## src/rtl/alu_arb_pkg.sv

```systemverilog
`default_nettype none
// +----------------------------------------------------------------------+
// | alu_arb_pkg: shared opcode/slot-state types and data width for the   |
// | ALU arbiter.                                                         |
// | Revision: 1.0                                                        |
// +----------------------------------------------------------------------+
package alu_arb_pkg;
  localparam int DATA_W = 8;

  typedef enum logic [1:0] {
    OP_ADD = 2'b00,
    OP_SUB = 2'b01,
    OP_AND = 2'b10,
    OP_OR  = 2'b11
  } op_e;

  typedef enum logic {
    EMPTY = 1'b0,
    FULL  = 1'b1
  } slot_e;
endpackage
`default_nettype wire

```

## src/rtl/alu_core.sv

```systemverilog
`default_nettype none
// +----------------------------------------------------------------------+
// | alu_core: combinational add/sub/and/or; carry output present only    |
// | when ALU_ARB_FLAGS_EN is defined.                                    |
// | Revision: 1.0                                                        |
// +----------------------------------------------------------------------+
module alu_core
  import alu_arb_pkg::*;
(
  input  op_e               op,
  input  logic [DATA_W-1:0] a,
  input  logic [DATA_W-1:0] b,
  output logic [DATA_W-1:0] out
`ifdef ALU_ARB_FLAGS_EN
  ,
  output logic              carry
`endif
);

  // Bit DATA_W is carry-out for add and borrow (a < b) for sub.
  logic [DATA_W:0] wide;

  always_comb begin
    wide = '0;
    case (op)
      OP_ADD:  wide = {1'b0, a} + {1'b0, b};
      OP_SUB:  wide = {1'b0, a} - {1'b0, b};
      OP_AND:  wide = {1'b0, a & b};
      OP_OR:   wide = {1'b0, a | b};
      default: wide = '0;
    endcase
  end

  assign out = wide[DATA_W-1:0];

`ifdef ALU_ARB_FLAGS_EN
  assign carry = wide[DATA_W];
`else
  logic unused_carry;
  assign unused_carry = wide[DATA_W];
`endif

endmodule
`default_nettype wire

```

## src/rtl/alu_arbiter.sv

```systemverilog
`default_nettype none
// +----------------------------------------------------------------------+
// | alu_arbiter: two-requester ALU front end with a one-entry result     |
// | slot; ALU_ARB_FLAGS_EN adds registered carry/zero flags.             |
// | Revision: 1.0                                                        |
// +----------------------------------------------------------------------+
module alu_arbiter
  import alu_arb_pkg::*;
#(
  parameter int FIXED_PRIO = 0
) (
  input  logic              clk,
  input  logic              rst,
  input  logic              req0_valid,
  output logic              req0_ready,
  input  logic [1:0]        req0_op,
  input  logic [DATA_W-1:0] req0_a,
  input  logic [DATA_W-1:0] req0_b,
  input  logic              req1_valid,
  output logic              req1_ready,
  input  logic [1:0]        req1_op,
  input  logic [DATA_W-1:0] req1_a,
  input  logic [DATA_W-1:0] req1_b,
  output logic              rsp_valid,
  input  logic              rsp_ready,
  output logic [DATA_W-1:0] rsp_data,
  output logic              rsp_id
`ifdef ALU_ARB_FLAGS_EN
  ,
  output logic              rsp_carry,
  output logic              rsp_zero
`endif
);

  slot_e             state_q, state_d;
  logic [DATA_W-1:0] data_q, data_d;
  logic              id_q, id_d;
  logic              last_q, last_d;
`ifdef ALU_ARB_FLAGS_EN
  logic              carry_q, carry_d;
  logic              zero_q, zero_d;
  logic              alu_carry;
`endif

  logic              slot_free;
  logic              grant;
  logic              sel;
  op_e               alu_op;
  logic [DATA_W-1:0] alu_a, alu_b, alu_out;

  // Gating with rst keeps a handshake from completing while reset is held.
  assign slot_free = (state_q == EMPTY) || rsp_ready;
  assign grant     = slot_free && (req0_valid || req1_valid) && !rst;

  generate
    if (FIXED_PRIO != 0) begin : g_fixed_prio
      assign sel = !req0_valid;
    end else begin : g_round_robin
      assign sel = (req0_valid && req1_valid) ? !last_q : req1_valid;
    end
  endgenerate

  assign req0_ready = grant && !sel;
  assign req1_ready = grant && sel;

  assign alu_op = op_e'(sel ? req1_op : req0_op);
  assign alu_a  = sel ? req1_a : req0_a;
  assign alu_b  = sel ? req1_b : req0_b;

  alu_core u_alu (
    .op    (alu_op),
    .a     (alu_a),
    .b     (alu_b),
    .out   (alu_out)
`ifdef ALU_ARB_FLAGS_EN
    ,
    .carry (alu_carry)
`endif
  );

  always_comb begin
    state_d = state_q;
    data_d  = data_q;
    id_d    = id_q;
    last_d  = last_q;
`ifdef ALU_ARB_FLAGS_EN
    carry_d = carry_q;
    zero_d  = zero_q;
`endif
    if (grant) begin
      state_d = FULL;
      data_d  = alu_out;
      id_d    = sel;
      last_d  = sel;
`ifdef ALU_ARB_FLAGS_EN
      carry_d = alu_carry;
      zero_d  = (alu_out == '0);
`endif
    end else if ((state_q == FULL) && rsp_ready) begin
      state_d = EMPTY;
    end
  end

  always_ff @(posedge clk or posedge rst) begin
    if (rst) begin
      state_q <= EMPTY;
      data_q  <= '0;
      id_q    <= 1'b0;
      last_q  <= 1'b1;
`ifdef ALU_ARB_FLAGS_EN
      carry_q <= 1'b0;
      zero_q  <= 1'b0;
`endif
    end else begin
      state_q <= state_d;
      data_q  <= data_d;
      id_q    <= id_d;
      last_q  <= last_d;
`ifdef ALU_ARB_FLAGS_EN
      carry_q <= carry_d;
      zero_q  <= zero_d;
`endif
    end
  end

  assign rsp_valid = (state_q == FULL);
  assign rsp_data  = data_q;
  assign rsp_id    = id_q;
`ifdef ALU_ARB_FLAGS_EN
  assign rsp_carry = carry_q;
  assign rsp_zero  = zero_q;
`endif

endmodule
`default_nettype wire

```

## config.mk

```make
export PLATFORM = sky130hd
export DESIGN_NAME = alu_arbiter
export DESIGN_NICKNAME = d
export VERILOG_FILES = /design/src/rtl/alu_arb_pkg.sv /design/src/rtl/alu_core.sv /design/src/rtl/alu_arbiter.sv
export SDC_FILE = /design/constraint.sdc
export NUM_CORES = 1
export LEC_CHECK = 0
export ABC_AREA = 1
export CAP_MARGIN = 15
export CORE_ASPECT_RATIO = 0.7
export CORE_MARGIN = 2
export CORE_UTILIZATION = 41
export DETAILED_ROUTE_END_ITERATION = 7
export PLACE_DENSITY = 0.77
export SYNTH_ARGS = -nofsm -noshare
export SYNTH_HDL_FRONTEND = slang
export SYNTH_SLANG_ARGS = --single-unit
```

## constraint.sdc

```tcl
create_clock -name clk -period 2.4 [get_ports clk]
set_clock_uncertainty 0.2 [all_clocks]
set_input_delay 0.48 -clock clk [delete_from_list [all_inputs] [get_ports clk]]
set_output_delay 0.48 -clock clk [all_outputs]
set_load 0.1 [all_outputs]
```

==> flow_summary.json <==
{
  "syn_area_sq_mm": 0.00151,
  "ys_warn_count": 0,
  "area_delta_synth_final_pct": 81.2,
  "hpwlAfterDp_um": 3640,
  "die_x_um": 76.6,
  "ioPinCount": 53,
  "drc": 0,
  "clk_pin_slew_worst_paths_ps": 60,
  "clk_path_buf_depth": 2,
  "rr_endpoint": "rsp_data[6]",
  "post-route-min-period_ps": 2870,
  "rsz0062_at_grt": "true",
  "synth_edf_count": 0,
  "firstDrtPassIters": 4,
  "synth_top_area_share_pct": 16.6,
  "die_h_um": 54.8,
  "yosys_register_bits": 11,
  "crit_fanout": 4,
  "synth_top_cell_by_area": "dfrtp_1",
  "grt_overflow": 0,
  "min_path_cells": 2,
  "r2r_cells": 17,
  "initial_core_util_pct": 42.7,
  "setup_ws_ps": -467,
  "hp-class": "flip-flop to flip-flop",
  "finalMaxSlewViolations": 0,
  "dieArea_sq_mm": 0.00420,
  "wirelength_um": 5470,
  "diodes": 0,
  "htree_levels": 1,
  "setup_violations": 8,
  "ant_nets": 0,
  "synth.distinct_cells": 35,
  "reg2reg_slack_ps": -470,
  "drt_iter0_markers": 82,
  "power.density_mw_per_mm2": 667,
  "fin_util_pct": 77.5,
  "via_per_inst": 4.98,
  "grt_pass1_wl_um": 7670,
  "ir_drop_mv": 0.692,
  "syn_area_per_cell_sq_um": 6.40,
  "num_rows": 18,
  "clk_latency_ps": 240,
  "worst-endpoint-arrival_ps": 2800,
  "grt_use_total_pct": 23.2,
  "cts_made_buffers": 3,
  "holdPathEnd": "rsp_id",
  "p_leak_nw": 1.42,
  "grt_max_degree": 13,
  "violations": "negative setup slack",
  "p_int_w": 0.000865,
  "wl_per_cell_um": 13.9,
  "r2r_start": "last_q",
  "power_switching_w": 0.000962,
  "cts_sinks": 11,
  "async_flop_share_pct": 100,
  "placed_area_sq_mm": 0.00241,
  "grt_pass1_vias": 1753,
  "final_area_sq_mm": 0.00274,
  "netlist_top_cells_area": "dfrtp_1 17%, nand2_1 16%, inv_1 9.7%, nand3b_1 5.5%, nand2_2 5.4%",
  "worstHoldStart": "rsp_id",
  "cts_tree": "done",
  "drive_gt1_share_pct": 37.9,
  "slew-limit-headroom_pct": 72.4,
  "cap_violations": 0,
  "endpoint_kind": "flip-flop",
  "fin_crit_sh_pct": 119,
  "antenna_found_initial": 0,
  "combPwrFrac_pct": 74.7,
  "core-area_sq_mm": 0.00354,
  "num-fill-cells": 248,
  "hold_buffers": 0,
  "timing.fmax_mhz": 349,
  "crit_required_ps": 2340,
  "final-hold-violation-count": 0,
  "syn-num-nets": 284,
  "p_sw_share_pct": 52.7,
  "status": "finished, violations left",
  "power_w": 0.00183,
  "place.gp.congestion": 0.830,
  "clockRootBuffer": "clkbuf_8",
  "final_nets": 392,
  "io_buffers": 52,
  "start_kind": "flip-flop",
  "synth_flop_cell": "dfrtp_1",
  "p_clk_share_pct": 10.5,
  "critPathKind": "flip-flop to flip-flop",
  "vias": 1958,
  "synthCells": 236,
  "seq_area_frac_synth_pct": 18.3,
  "tightest_slew_ps": 412,
  "share_seq_of_total_power_pct": 14.7
}
==> worst max-delay path: stages (launching register included) <==
cell	delay (ps)
dfstp_2	600
buf_12	130
nand2_4	50
nand3b_1	140
nand2_4	80
nand3_4	110
nand2_4	80
xor2_1	160
ha_1	380
nand2_1	100
o21ai_2	170
nand2_1	90
nand2_2	80
a21o_1	110
nand2_1	40
nand3_1	60
nand3_1	80
o21a_1	110
==> sequential cells by signal, summed over array words and instances (netlist names) <==
register / cells
rsp_data: 8
rsp_valid: 1
last_q: 1
rsp_id: 1
==> what timing repair did <==
item                                    CTS  global route
gates cloned                              2             1
resized for setup                        10            38
buffers inserted                          4             7
endpoints found under the setup margin    9             9
pin swaps                                10            35
==> placed cells by master (no fill, tap or decap), types with 5 or more instances in the layout <==
cell and instances:
o21ai_1 5, a21oi_1 5, ha_1 6, nor2_1 7, nand3_1 15, o21ai_0 8
nand2_4 11, buf_12 5, nand2_1 55, clkdlybuf4s50_1 38, inv_1 36, o21ai_2 5
buf_4 58, a21oi_2 6, nand3b_1 11, dfrtp_1 10, nand2_2 16
==> kinds of logic after synthesis <==
group / count (synthesis) / share of synthesized area [%]
buf+inv: 46 / 13.8
compound gates: 39 / 15.6
xor+xnor: 6 / 3.48
mux: 1 / 0.662
simple gates: 126 / 41.8
flops: 11 / 18.3
fa+ha+maj: 7 / 6.29
==> worst max-delay path by stage <==
| stage | cells past startpoint | to | start | slack, ps |
|---|---|---|---|---|
| 6_report | 17 | rsp_data[6] | last_q | -470 |
| 2_1_floorplan | 3 | req1_ready | rsp_valid | -290 |
| 5_1_grt | 18 | rsp_data[7] | last_q | -630 |
| 3_3_place_gp | 19 | rsp_data[7] | req0_valid | -880 |
| 4_1_cts | 17 | rsp_data[7] | last_q | -370 |
| 3_5_place_dp | 19 | rsp_data[7] | req0_valid | -900 |
==> synthesized netlist by cell type, types with 3 or more instances <==
| library cell | n |
|---|---|
| a21oi_1 | 9 |
| buf_4 | 3 |
| dfrtp_1 | 10 |
| ha_1 | 6 |
| inv_1 | 39 |
| nand2_1 | 66 |
| nand2_2 | 13 |
| nand2_4 | 4 |
| nand3_1 | 16 |
| nand3b_1 | 11 |
| nor2_1 | 9 |
| o21ai_0 | 14 |
| o21ai_1 | 4 |
| xor2_1 | 5 |
==> per-layer routing <==
layer | GRT usage, % | vias up | share of wire (%)
li1 | - | 970 | -
met1 | 30.2 | 898 | 44
met2 | 42.5 | 84 | 49
met3 | 4.62 | 6 | 6.4
met4 | 1.82 | 0 | 0.84
met5 | 0 | - | 0
==> power groups by stage <==
stage	Combinational, W	Sequential (W)	Clock [W]
after CTS	0.00122	0.000267	0.000193
after floorplan	0.000473	0.000597	0
final	0.00137	0.000269	0.000193
after detailed placement	0.00118	0.000267	0
after global placement	0.00116	0.000267	0
after global routing	0.00145	0.000275	0.000207
==> per-stage QoR <==
step                      instances  setup WS [ps]  hold WS (ps)  TNS [ps]
after detailed placement        376           -903           272     -5900
after global placement          376           -883           269     -5660
after CTS                       386           -369           288     -1640
after global routing            393           -629           312     -3540
final                           393           -467           287     -2380
after floorplan                 236           -293           147     -1180
==> layout make-up <==
class | count | area [sq um] | area share, %
multi-input cells | 181 | 1230 | 44.9
repair buffers | 107 | 973 | 35.5
flip-flops and latches | 11 | 277 | 10.1
inverters | 40 | 150 | 5.48
well taps | 50 | 62.6 | 2.28
clock buffers | 3 | 41.3 | 1.51
clock inverters | 1 | 5.00 | 0.183
Note: power is estimated with default switching activity, not from simulation.
